[src/rtl/game_controller.sv]
// rtl/game_controller.sv - note-memory game sequencer: level fetch, playback control, key checking, score/lives.
// Optional lives/replay behaviour is enabled by defining GAME_CONTROLLER_LIVES_EN.
module game_controller #(
    parameter int NUM_LEVELS    = 8,
    parameter int LEVEL_W       = 4,
    parameter int INPUT_TIMEOUT = 250
) (
    input  logic               clock,
    input  logic               reset,
    input  logic               start_game,
    input  logic [15:0]        level_data,
    input  logic [3:0]         level_length,
    input  logic               done_playback,
    input  logic               key_valid,
    input  logic [3:0]         key_note,
    output logic [LEVEL_W-1:0] level_index,
    output logic               playback_clear,
    output logic               load_level,
    output logic               start_playback,
    output logic               input_enable,
    output logic [7:0]         score,
    output logic [1:0]         lives,
    output logic               game_over,
    output logic               game_won
);

    localparam logic [3:0] IDLE      = 4'd0;
    localparam logic [3:0] FETCH     = 4'd1;
    localparam logic [3:0] CLEAR     = 4'd2;
    localparam logic [3:0] LOAD      = 4'd3;
    localparam logic [3:0] PLAY      = 4'd4;
    localparam logic [3:0] INPUT     = 4'd5;
    localparam logic [3:0] PASS      = 4'd6;
    localparam logic [3:0] FAIL      = 4'd7;
    localparam logic [3:0] GAME_OVER = 4'd8;
    localparam logic [3:0] WIN       = 4'd9;

    localparam int TIMER_W = $clog2(INPUT_TIMEOUT + 1);
    localparam logic [LEVEL_W-1:0] LAST_LEVEL = LEVEL_W'(NUM_LEVELS - 1);
    localparam logic [TIMER_W-1:0] TIMER_LAST = TIMER_W'(INPUT_TIMEOUT - 1);

    logic [3:0]         state;
    logic [3:0]         next_state;
    logic [15:0]        expected;
    logic [2:0]         remaining;
    logic [TIMER_W-1:0] timer;
    logic               key_hit;
    logic               timeout_hit;
    logic               restart;

    assign key_hit     = key_valid && (key_note == expected[15:12]);
    assign timeout_hit = (timer == TIMER_LAST);
    assign restart     = start_game && ((state == IDLE) || (state == GAME_OVER) || (state == WIN));

    assign playback_clear = (state == CLEAR);
    assign load_level     = (state == LOAD);
    assign start_playback = (state == PLAY);
    assign input_enable   = (state == INPUT);

    always_comb begin
        next_state = state;
        case (state)
            IDLE, GAME_OVER, WIN: if (start_game) next_state = FETCH;
            FETCH:                next_state = CLEAR;
            CLEAR:                next_state = LOAD;
            LOAD:                 next_state = PLAY;
            PLAY:                 if (done_playback) next_state = INPUT;
            INPUT: begin
                // A key in the timeout cycle takes priority over the timeout.
                if (key_valid) begin
                    if (!key_hit)              next_state = FAIL;
                    else if (remaining == 3'd1) next_state = PASS;
                end else if (timeout_hit) begin
                    next_state = FAIL;
                end
            end
            PASS:                 next_state = (level_index == LAST_LEVEL) ? WIN : FETCH;
`ifdef GAME_CONTROLLER_LIVES_EN
            FAIL:                 next_state = (lives == 2'd1) ? GAME_OVER : FETCH;
`else
            FAIL:                 next_state = GAME_OVER;
`endif
            default:              next_state = IDLE;
        endcase
    end

    always_ff @(posedge clock or posedge reset) begin
        if (reset) begin
            state       <= IDLE;
            expected    <= 16'd0;
            remaining   <= 3'd0;
            timer       <= '0;
            score       <= 8'd0;
            level_index <= '0;
            game_over   <= 1'b0;
            game_won    <= 1'b0;
        end else begin
            state     <= next_state;
            game_over <= (next_state == GAME_OVER);
            game_won  <= (next_state == WIN);
            if (state != INPUT) timer <= '0;
            if (restart) begin
                score       <= 8'd0;
                level_index <= '0;
            end
            case (state)
                FETCH: begin
                    expected <= level_data;
                    if (level_length == 4'd0)     remaining <= 3'd1;
                    else if (level_length > 4'd4) remaining <= 3'd4;
                    else                           remaining <= level_length[2:0];
                end
                INPUT: begin
                    if (key_hit) begin
                        expected  <= {expected[11:0], 4'd0};
                        remaining <= remaining - 3'd1;
                        timer     <= '0;
                    end else begin
                        timer <= timer + 1'b1;
                    end
                end
                PASS: begin
                    if (score != 8'hFF) score <= score + 8'd1;
                    if (level_index != LAST_LEVEL) level_index <= level_index + 1'b1;
                end
                default: ;
            endcase
        end
    end

`ifdef GAME_CONTROLLER_LIVES_EN
    always_ff @(posedge clock or posedge reset) begin
        if (reset)                lives <= 2'd3;
        else if (restart)         lives <= 2'd3;
        else if (state == FAIL)   lives <= lives - 2'd1;
    end
`else
    assign lives = 2'd0;
`endif

endmodule
[config.mk]
export PLATFORM = sky130hd
export DESIGN_NAME = game_controller
export DESIGN_NICKNAME = d
export VERILOG_FILES = /design/src/rtl/game_controller.sv
export SDC_FILE = /design/constraint.sdc
export NUM_CORES = 1
export LEC_CHECK = 0
export BUFFER_PORTS_ARGS = -buffer_cell sky130_fd_sc_hd__buf_2
export CAP_MARGIN = 30
export CORE_ASPECT_RATIO = 0.7
export CORE_MARGIN = 3
export CORE_UTILIZATION = 59
export DETAILED_ROUTE_END_ITERATION = 8
export GPL_ROUTABILITY_DRIVEN = 1
export PLACE_DENSITY = 0.85
export SLEW_MARGIN = 10
export SYNTH_ARGS = -nofsm -noshare
export SYNTH_HDL_FRONTEND = slang
export SYNTH_SLANG_ARGS = --single-unit
[constraint.sdc]
create_clock -name clock -period 4.4 [get_ports clock]
set_input_delay 0.66 -clock clock [delete_from_list [all_inputs] [get_ports clock]]
set_output_delay 0.66 -clock clock [all_outputs]
set_load 0.02 [all_outputs]
==> results_dict.tcl, run 1 <==
set metrics [dict create \
    status "complete, no violations" \
    multiInputGateArea_um2 1176 \
    area_growth_pct 13.25 \
    synth_edf_count 0 \
    cts_resized 0 \
    io_buffer_count 46 \
    power_mw 1.559 \
    hold_path_class "in2async" \
    num_rows 18 \
    relSlewSlack_pct 46.36 \
    final_nets 315 \
    synth.top_cell.area_share_pct 46.04 \
    cts_tree "done" \
    synth_area_leaders "dfrtp_1, mux2_2, ha_1, nand2_1, mux2i_1" \
    setup_viol 0 \
    cts.clk_slew.worst_paths_ps 70 \
    end_kind "primary output" \
    seq_area_frac_synth_pct 46.04 \
    place_area_um2 2675 \
    rsz0062_at_grt "false" \
    die_height_um 59.87 \
    cellLeakagePower_nw 1.346 \
    htreeDepth 2 \
    top_layer "met4" \
    globalRouteTotalUtil_pct 20.99 \
    grt_pass1_wl_um 8121 \
    clk_path_buf_depth 2 \
    tightestPinTransition_ps 804.7 \
    die_w_um 82.96 \
    swShare_pct 37.22 \
    cp.required_ps 3740 \
    grt_pass1_vias 1707 \
    finalHoldViolCount 0 \
    p_per_area_nw_per_um2 562.6 \
    drtIter0Drc 115 \
    crit_type "reg2out" \
    clock_power_share_pct 15.7 \
    ys_async_sr_fraction_pct 100.0 \
    antenna_found_initial 0 \
    ys_ff_latch 45 \
    wl_per_cell_um 14.68 \
    wl_met1_um 2264 \
    diodes 0 \
    dp_hpwl_um 3509 \
    syn_area_um2 2446 \
    slowest_delay_ps 870 \
    fin_area_um2 2770 \
    vias_per_cell 5.456 \
    cap_viol_max_count 0 \
    power_frac_seq_pct 42.9 \
    slowest_stage "and4bb_1" \
    initial_core_util_pct 65.43 \
    synth_area_per_cell_um2 10.45 \
    yosysMostFrequentCell "dfrtp_1" \
    route.met3.wl_um 252 \
    startpoint_type "flip-flop" \
    ir_drop_mv 0.3067 \
    cts_buffers 5 \
    wl_um 4859 \
    yosysWarnings 0 \
    min_period_ps 2631 \
    clk_latency_ps 300 \
    synth.distinct_cells 45 \
    path_buf_inv 1 \
    finalMaxSlewViolations 0 \
    crit_family "simple AND/OR/NAND/NOR gates" \
    min_period_over_period_pct 59.78 \
    cts_sinks 45 \
    cts_setup_buffers 0 \
    drive_gt1_share_pct 29.89 \
    comb_power_share_pct 41.5 \
    clock_skew_ps 8.499 \
    synth_ff_type "dfrtp_1" \
    max_freq_mhz 380.2 \
    fin_util_pct 74.10 \
    tns_ps 0 \
    synth_cells 234 \
    die_area_um2 4967 \
    ctsHoldBuffers 0 \
    drt_first_pass_iters 4 \
    ant_nets 0 \
    arrival_ps 1970 \
    hold_slack_ps 484.8 \
    crit_fanout 21 \
    cp_cell_sequence "and4bb_1, buf_2" \
    cts-root-buf "clkbuf_8" \
    vias 1806 \
    num-fill-cells 272 \
    drc 0 \
    coreArea_um2 3739 \
    wl_met2_um 2280 \
    p_int_mw 0.9785 \
    final-seq-area_um2 1126 \
    grt_overflow_total 0 \
    grt_max_degree 46 \
    p_switching_mw 0.5802 \
    gp_congestion 0.7925 \
    ys_top_cells_by_count "dfrtp_1, mux2_2, nand2_1" \
    yosysTopAreaCell "dfrtp_1" \
    boundaryPins 49 \
]
sequential cells by signal, indices dropped and copies added, names as in the netlist:
name / flops
remaining: 3
score: 8
state: 4
game_won: 1
game_over: 1
timer: 8
level_index: 4
expected: 16
layer usage:
| layer | vias up | global-route usage [%] |
|---|---|---|
| li1 | 905 | - |
| met1 | 852 | 29.01 |
| met2 | 43 | 32.42 |
| met3 | 6 | 5.510 |
| met4 | 0 | 7.459 |
| met5 | - | 0 |
per-stage QoR:
stage / cells / setup WS (ps)
floorplan: 235 / 2367
global placement: 321 / 1627
detailed placement: 322 / 1539
CTS: 330 / 1477
global route: 331 / 1622
finish: 331 / 1769
worst paths after layout:
path                               from           end  slack [ps]  cells past startpoint
max                            state[3]  input_enable        1770                      2
min                               reset      score[5]         480                      3
max reg2reg                    state[3]   expected[9]        1940                      5
min reg2reg                expected[10]  expected[10]         510                      1
max in group asynchronous         reset  expected[12]        3530                      3
min in group clock         expected[10]  expected[10]         510                      1
worst reg2reg max path, delay by kind of cell (launching register included):
| kind | cells | cell delay (ps) |
|---|---|---|
| muxes | 1 | 360 |
| DFF | 1 | 510 |
| and+or+nand+nor | 2 | 1060 |
| buffers and inverters | 1 | 210 |
| AOI/OAI and AO/OA | 1 | 230 |
power by group through the flow:
stage	combinational [mW]	sequential [mW]	clock, mW
finish	0.646	0.668	0.245
global route	0.718	0.689	0.269
CTS	0.635	0.666	0.249
detailed placement	0.631	0.673	0
global placement	0.603	0.665	0
floorplan	0.537	0.648	0
final cells by class:
type | count | share of cell area, %
Multi-Input combinational cell | 162 | 42.46
Timing Repair Buffer | 50 | 9.575
Inverter | 16 | 2.168
Clock buffer | 8 | 2.891
Tap cell | 50 | 2.258
Sequential cell | 45 | 40.65
cells in the final DEF (no fill, tap or decap), drive strengths merged, types with 4 or more instances in the layout:
cell type  count
buf           50
nor3           4
mux2i          7
xnor2          7
dfrtp         45
o21ai         13
nand2b         6
nand2         20
inv           16
a31oi          4
nand3         12
ha             6
mux2          26
nor2          16
clkbuf         8
nand4          5
kinds of logic after synthesis:
| family | Yosys count | synth area share (%) |
|---|---|---|
| simple gates | 77 | 16.37 |
| flops | 45 | 46.04 |
| compound gates | 34 | 9.310 |
| mux | 33 | 15.45 |
| buf+inv | 28 | 6.036 |
| xor+xnor | 10 | 3.581 |
| fa+ha+maj | 6 | 3.069 |
| other cells | 1 | 0.1533 |
Note: power is estimated with default switching activity, not from simulation.
==> inputs of run 2 (changes only) <==
- CORE_UTILIZATION: 59 -> 49
- PLACE_DENSITY: 0.85 -> 0.75
- clock period: 4.4 -> 2.42 ns (I/O delays scaled with it)
==> results_dict.tcl, run 2 (synthesized netlist as in run 1, its figures left out) <==
set metrics [dict create \
    largest-register "expected" \
    gp_congestion 0.8169 \
    arrival_ps 1670 \
    cts_sinks 45 \
    diodes 0 \
    globalRouteTotalUtil_pct 17.56 \
    timing.rr.start "state[3]" \
    boundaryPins 49 \
    cts.clk_slew.worst_paths_ps 80 \
    dp_slack_ps 554.0 \
    clock_skew_ps 3.542 \
    hold_path_class "in2async" \
    grt_max_degree 20 \
    die_height_um 65.12 \
    r2r.worst_path.cells 5 \
    io_buffer_count 46 \
    max_freq_mhz 491.1 \
    cellLeakagePower_nw 1.381 \
    cts-root-buf "clkbuf_8" \
    drc 0 \
    tns_ps 0 \
    crit_fanout 12 \
    rrSetupSlack_ps 530 \
    antenna_found_initial 0 \
    wl_um 4813 \
    finalHoldViolCount 0 \
    top_layer "met4" \
    cts_tree "done" \
    status "complete, no violations" \
    ant_nets 0 \
    coreArea_um2 4579 \
    die_w_um 90.45 \
    cp.required_ps 2060 \
    wl_met1_um 2422 \
    setup_slack_ps 383.7 \
    ctsHoldBuffers 0 \
    cap_viol_max_count 0 \
    cts_setup_buffers 0 \
    relSlewSlack_pct 56.21 \
    setup_viol 0 \
    wl_met2_um 2178 \
    min_period_ps 2036 \
    top_regs "expected x16, score x8, timer x8" \
    clk_path_buf_depth 2 \
    end_kind "primary output" \
    die_area_um2 5890 \
    drive_gt1_share_pct 31.58 \
    layout_common_cells "buf_2, dfrtp_1, mux2_2" \
    initial_core_util_pct 53.42 \
    p_per_area_nw_per_um2 1045 \
    drt_first_pass_iters 4 \
    crit_type "reg2out" \
    final_common_cell "buf_2" \
    area_growth_pct 16.57 \
    tightestPinTransition_ps 652.8 \
    num_rows 20 \
    startpoint_type "flip-flop" \
    grt_overflow_total 0 \
    route.met3.wl_um 172 \
    clk_latency_ps 290 \
    finalMaxSlewViolations 0 \
    rsz0062_at_grt "false" \
    dp_hpwl_um 3691 \
    htreeDepth 2 \
    wl_per_cell_um 13.71 \
    grt_pass1_vias 1799 \
    ir_drop_mv 0.5257 \
    grt_pass1_wl_um 8231 \
    largest_reg_flops 16 \
    cts_buffers 5 \
    vias 1840 \
    r2r_end "expected[15]" \
    vias_per_cell 5.242 \
    drtIter0Drc 102 \
    cts_resized 0 \
    min_period_over_period_pct 84.15 \
    final_nets 319 \
]
-- run 2: worst max-delay path, cell delays in order (launching register included) --
cell and delay [ps]:
dfrtp_1 550, inv_1 100, nor4_1 480, buf_2 260
-- run 2: metrics by stage --
stage	hold slack, ps	power, mW	area, um2	instances	utilization (%)
floorplan	460.8	2.154	2450	235	-
global placement	407.3	2.360	2735	343	59.73
detailed placement	400.6	2.412	2735	343	59.73
CTS	81.76	3.001	2851	351	62.27
global route	101.6	3.205	2851	351	62.27
finish	66.65	2.980	2851	351	62.27
-- run 2: worst max path at each step --
stage                     slack (ps)              to     start
after floorplan                  680  playback_clear  state[1]
after global placement           630    expected[10]  state[3]
after detailed placement         550    expected[15]  state[3]
after CTS                        390  playback_clear  state[1]
after global routing             250  playback_clear  state[1]
final                            380  playback_clear  state[1]
-- run 2: final cells by class --
cell class | instances | area [um2]
fillers | 399 | 1728
repair buffers | 54 | 290.3
well taps | 66 | 82.58
inverters | 16 | 60.06
flip-flops and latches | 45 | 1126
clock buffers | 7 | 86.33
clock inverters | 1 | 30.03
multi-input cells | 162 | 1176
-- run 2: report_power, final --
group	internal, mW	leakage [nW]	switching [mW]
Combinational	0.597	0.739	0.584
Sequential	0.989	0.583	0.221
Clock	0.337	0.0585	0.251
Total	1.92	1.38	1.06
-- run 2: routing by layer --
metal,global-route usage [%],vias to the layer above
met2,27.44,28
met4,5.725,0
met5,0,-
met1,24.30,895
li1,-,912
met3,4.233,5
==> inputs of run 3 (changes only) <==
- clock period: 2.42 -> 1.8 ns (I/O delays scaled with it)
==> results_dict.tcl, run 3 (synthesized netlist as in run 1, its figures left out) <==
set metrics [dict create \
    status "complete, no violations" \
    wl_met2_um 2219 \
    dp_slack_ps 154.1 \
    num_rows 20 \
    die_w_um 90.45 \
    initial_core_util_pct 53.42 \
    largest_reg_flops 16 \
    io_buffer_count 46 \
    antenna_found_initial 0 \
    clock_skew_ps 7.648 \
    globalRouteTotalUtil_pct 18.41 \
    htreeDepth 2 \
    cp.required_ps 1530 \
    final_nets 328 \
    largest-register "expected" \
    tightestPinTransition_ps 716.7 \
    arrival_ps 1430 \
    drive_gt1_share_pct 34.01 \
    boundaryPins 49 \
    layout_common_cells "dfrtp_1, buf_2, mux2_2" \
    ant_nets 0 \
    vias 1856 \
    die_area_um2 5890 \
    finalMaxSlewViolations 0 \
    cts_tree "done" \
    grt_pass1_vias 1866 \
    area_growth_pct 20.56 \
    cts.clk_slew.worst_paths_ps 80 \
    vias_per_cell 5.156 \
    setup_viol 0 \
    crit_fanout 12 \
    r2r_end "expected[5]" \
    drc 0 \
    cap_viol_max_count 0 \
    grt_max_degree 20 \
    min_to "expected[3]" \
    crit_type "reg2out" \
    relSlewSlack_pct 51.92 \
    power_mw 4.076 \
    route.met3.wl_um 175 \
    startpoint_type "flip-flop" \
    worstHoldPathCells 3 \
    cts_sinks 45 \
    cellLeakagePower_nw 1.431 \
    ir_drop_mv 0.6662 \
    diodes 0 \
    grt_overflow_total 0 \
    p_per_area_nw_per_um2 1382 \
    min_period_ps 1702 \
    r2r.worst_path.cells 4 \
    clk_latency_ps 300 \
    drt_first_pass_iters 4 \
    setup_slack_ps 98.20 \
    min_period_over_period_pct 94.54 \
    die_height_um 65.12 \
    wl_um 4949 \
    clk_path_buf_depth 2 \
    min-delay-start "level_data[3]" \
    max_freq_mhz 587.6 \
    wl_per_cell_um 13.75 \
    num-fill-cells 380 \
    finalHoldViolCount 0 \
    top_layer "met4" \
    coreArea_um2 4579 \
    tns_ps 0 \
    grt_pass1_wl_um 8645 \
    rrSetupSlack_ps 140 \
    wl_met1_um 2484 \
    gp_congestion 0.7728 \
    timing.rr.start "state[3]" \
    dp_hpwl_um 3812 \
    hold_path_class "in2reg" \
    drtIter0Drc 105 \
    cts-root-buf "clkbuf_8" \
    cts_buffers 5 \
    top_regs "expected x16, score x8, timer x8" \
    rsz0062_at_grt "false" \
    end_kind "primary output" \
]
==> run 3: how the worst max path moves through the flow <==
stage,slack [ps],to,cells past startpoint,start
global placement,190,expected[14],5,expected[13]
detailed placement,150,expected[7],4,state[3]
finish,100,input_enable,3,state[3]
CTS,6,playback_clear,4,state[1]
global route,20,input_enable,3,state[1]
floorplan,70,expected[4],5,state[1]
==> run 3: area by class of cell <==
cell class	count	area, um2	area share [%]
Multi-Input combinational cell	162	1191	40.39
Sequential cell	45	1126	38.18
Timing Repair Buffer	63	387.9	13.15
Clock buffer	7	96.34	3.267
Tap cell	66	82.58	2.800
Inverter	16	60.06	2.036
Clock inverter	1	5.005	0.1697
==> run 3: critical path, cell delays in order (launching register included) <==
cell      delay, ps
dfrtp_1         400
and4bb_1        330
buf_4           210
buf_2           190
==> run 3: stage by stage <==
stage	util, %	instances	area [um2]	hold WS, ps
floorplan	-	235	2450	386.8
global placement	61.58	351	2820	335.9
detailed placement	61.58	351	2820	335.5
CTS	64.15	360	2938	161.2
global route	64.40	360	2949	173.2
finish	64.40	360	2949	171.5
==> run 3: what timing repair did <==
| item | 4_1_cts | 5_1_grt |
|---|---|---|
| endpoints found under the hold margin | 12 | 0 |
| setup endpoints to repair | 1 | 1 |
| gates resized for setup | 1 | 2 |
| pin swaps | 0 | 1 |
| hold buffers | 1 | 0 |
| buffers inserted | 0 | 0 |
| gates cloned | 0 | 0 |
==> run 3: per-layer routing <==
| metal | vias to the layer above | GRT usage [%] |
|---|---|---|
| met4 | 0 | 6.870 |
| met5 | - | 0 |
| met1 | 887 | 24.67 |
| met2 | 31 | 29.67 |
| met3 | 7 | 4.005 |
| li1 | 931 | - |
==> run 3: power by group <==
group | switching, mW | internal [mW] | total (mW) | leakage [nW]
Combinational | 0.902 | 0.928 | 1.83 | 0.793
Sequential | 0.222 | 1.33 | 1.55 | 0.583
Clock | 0.344 | 0.347 | 0.692 | 0.0542
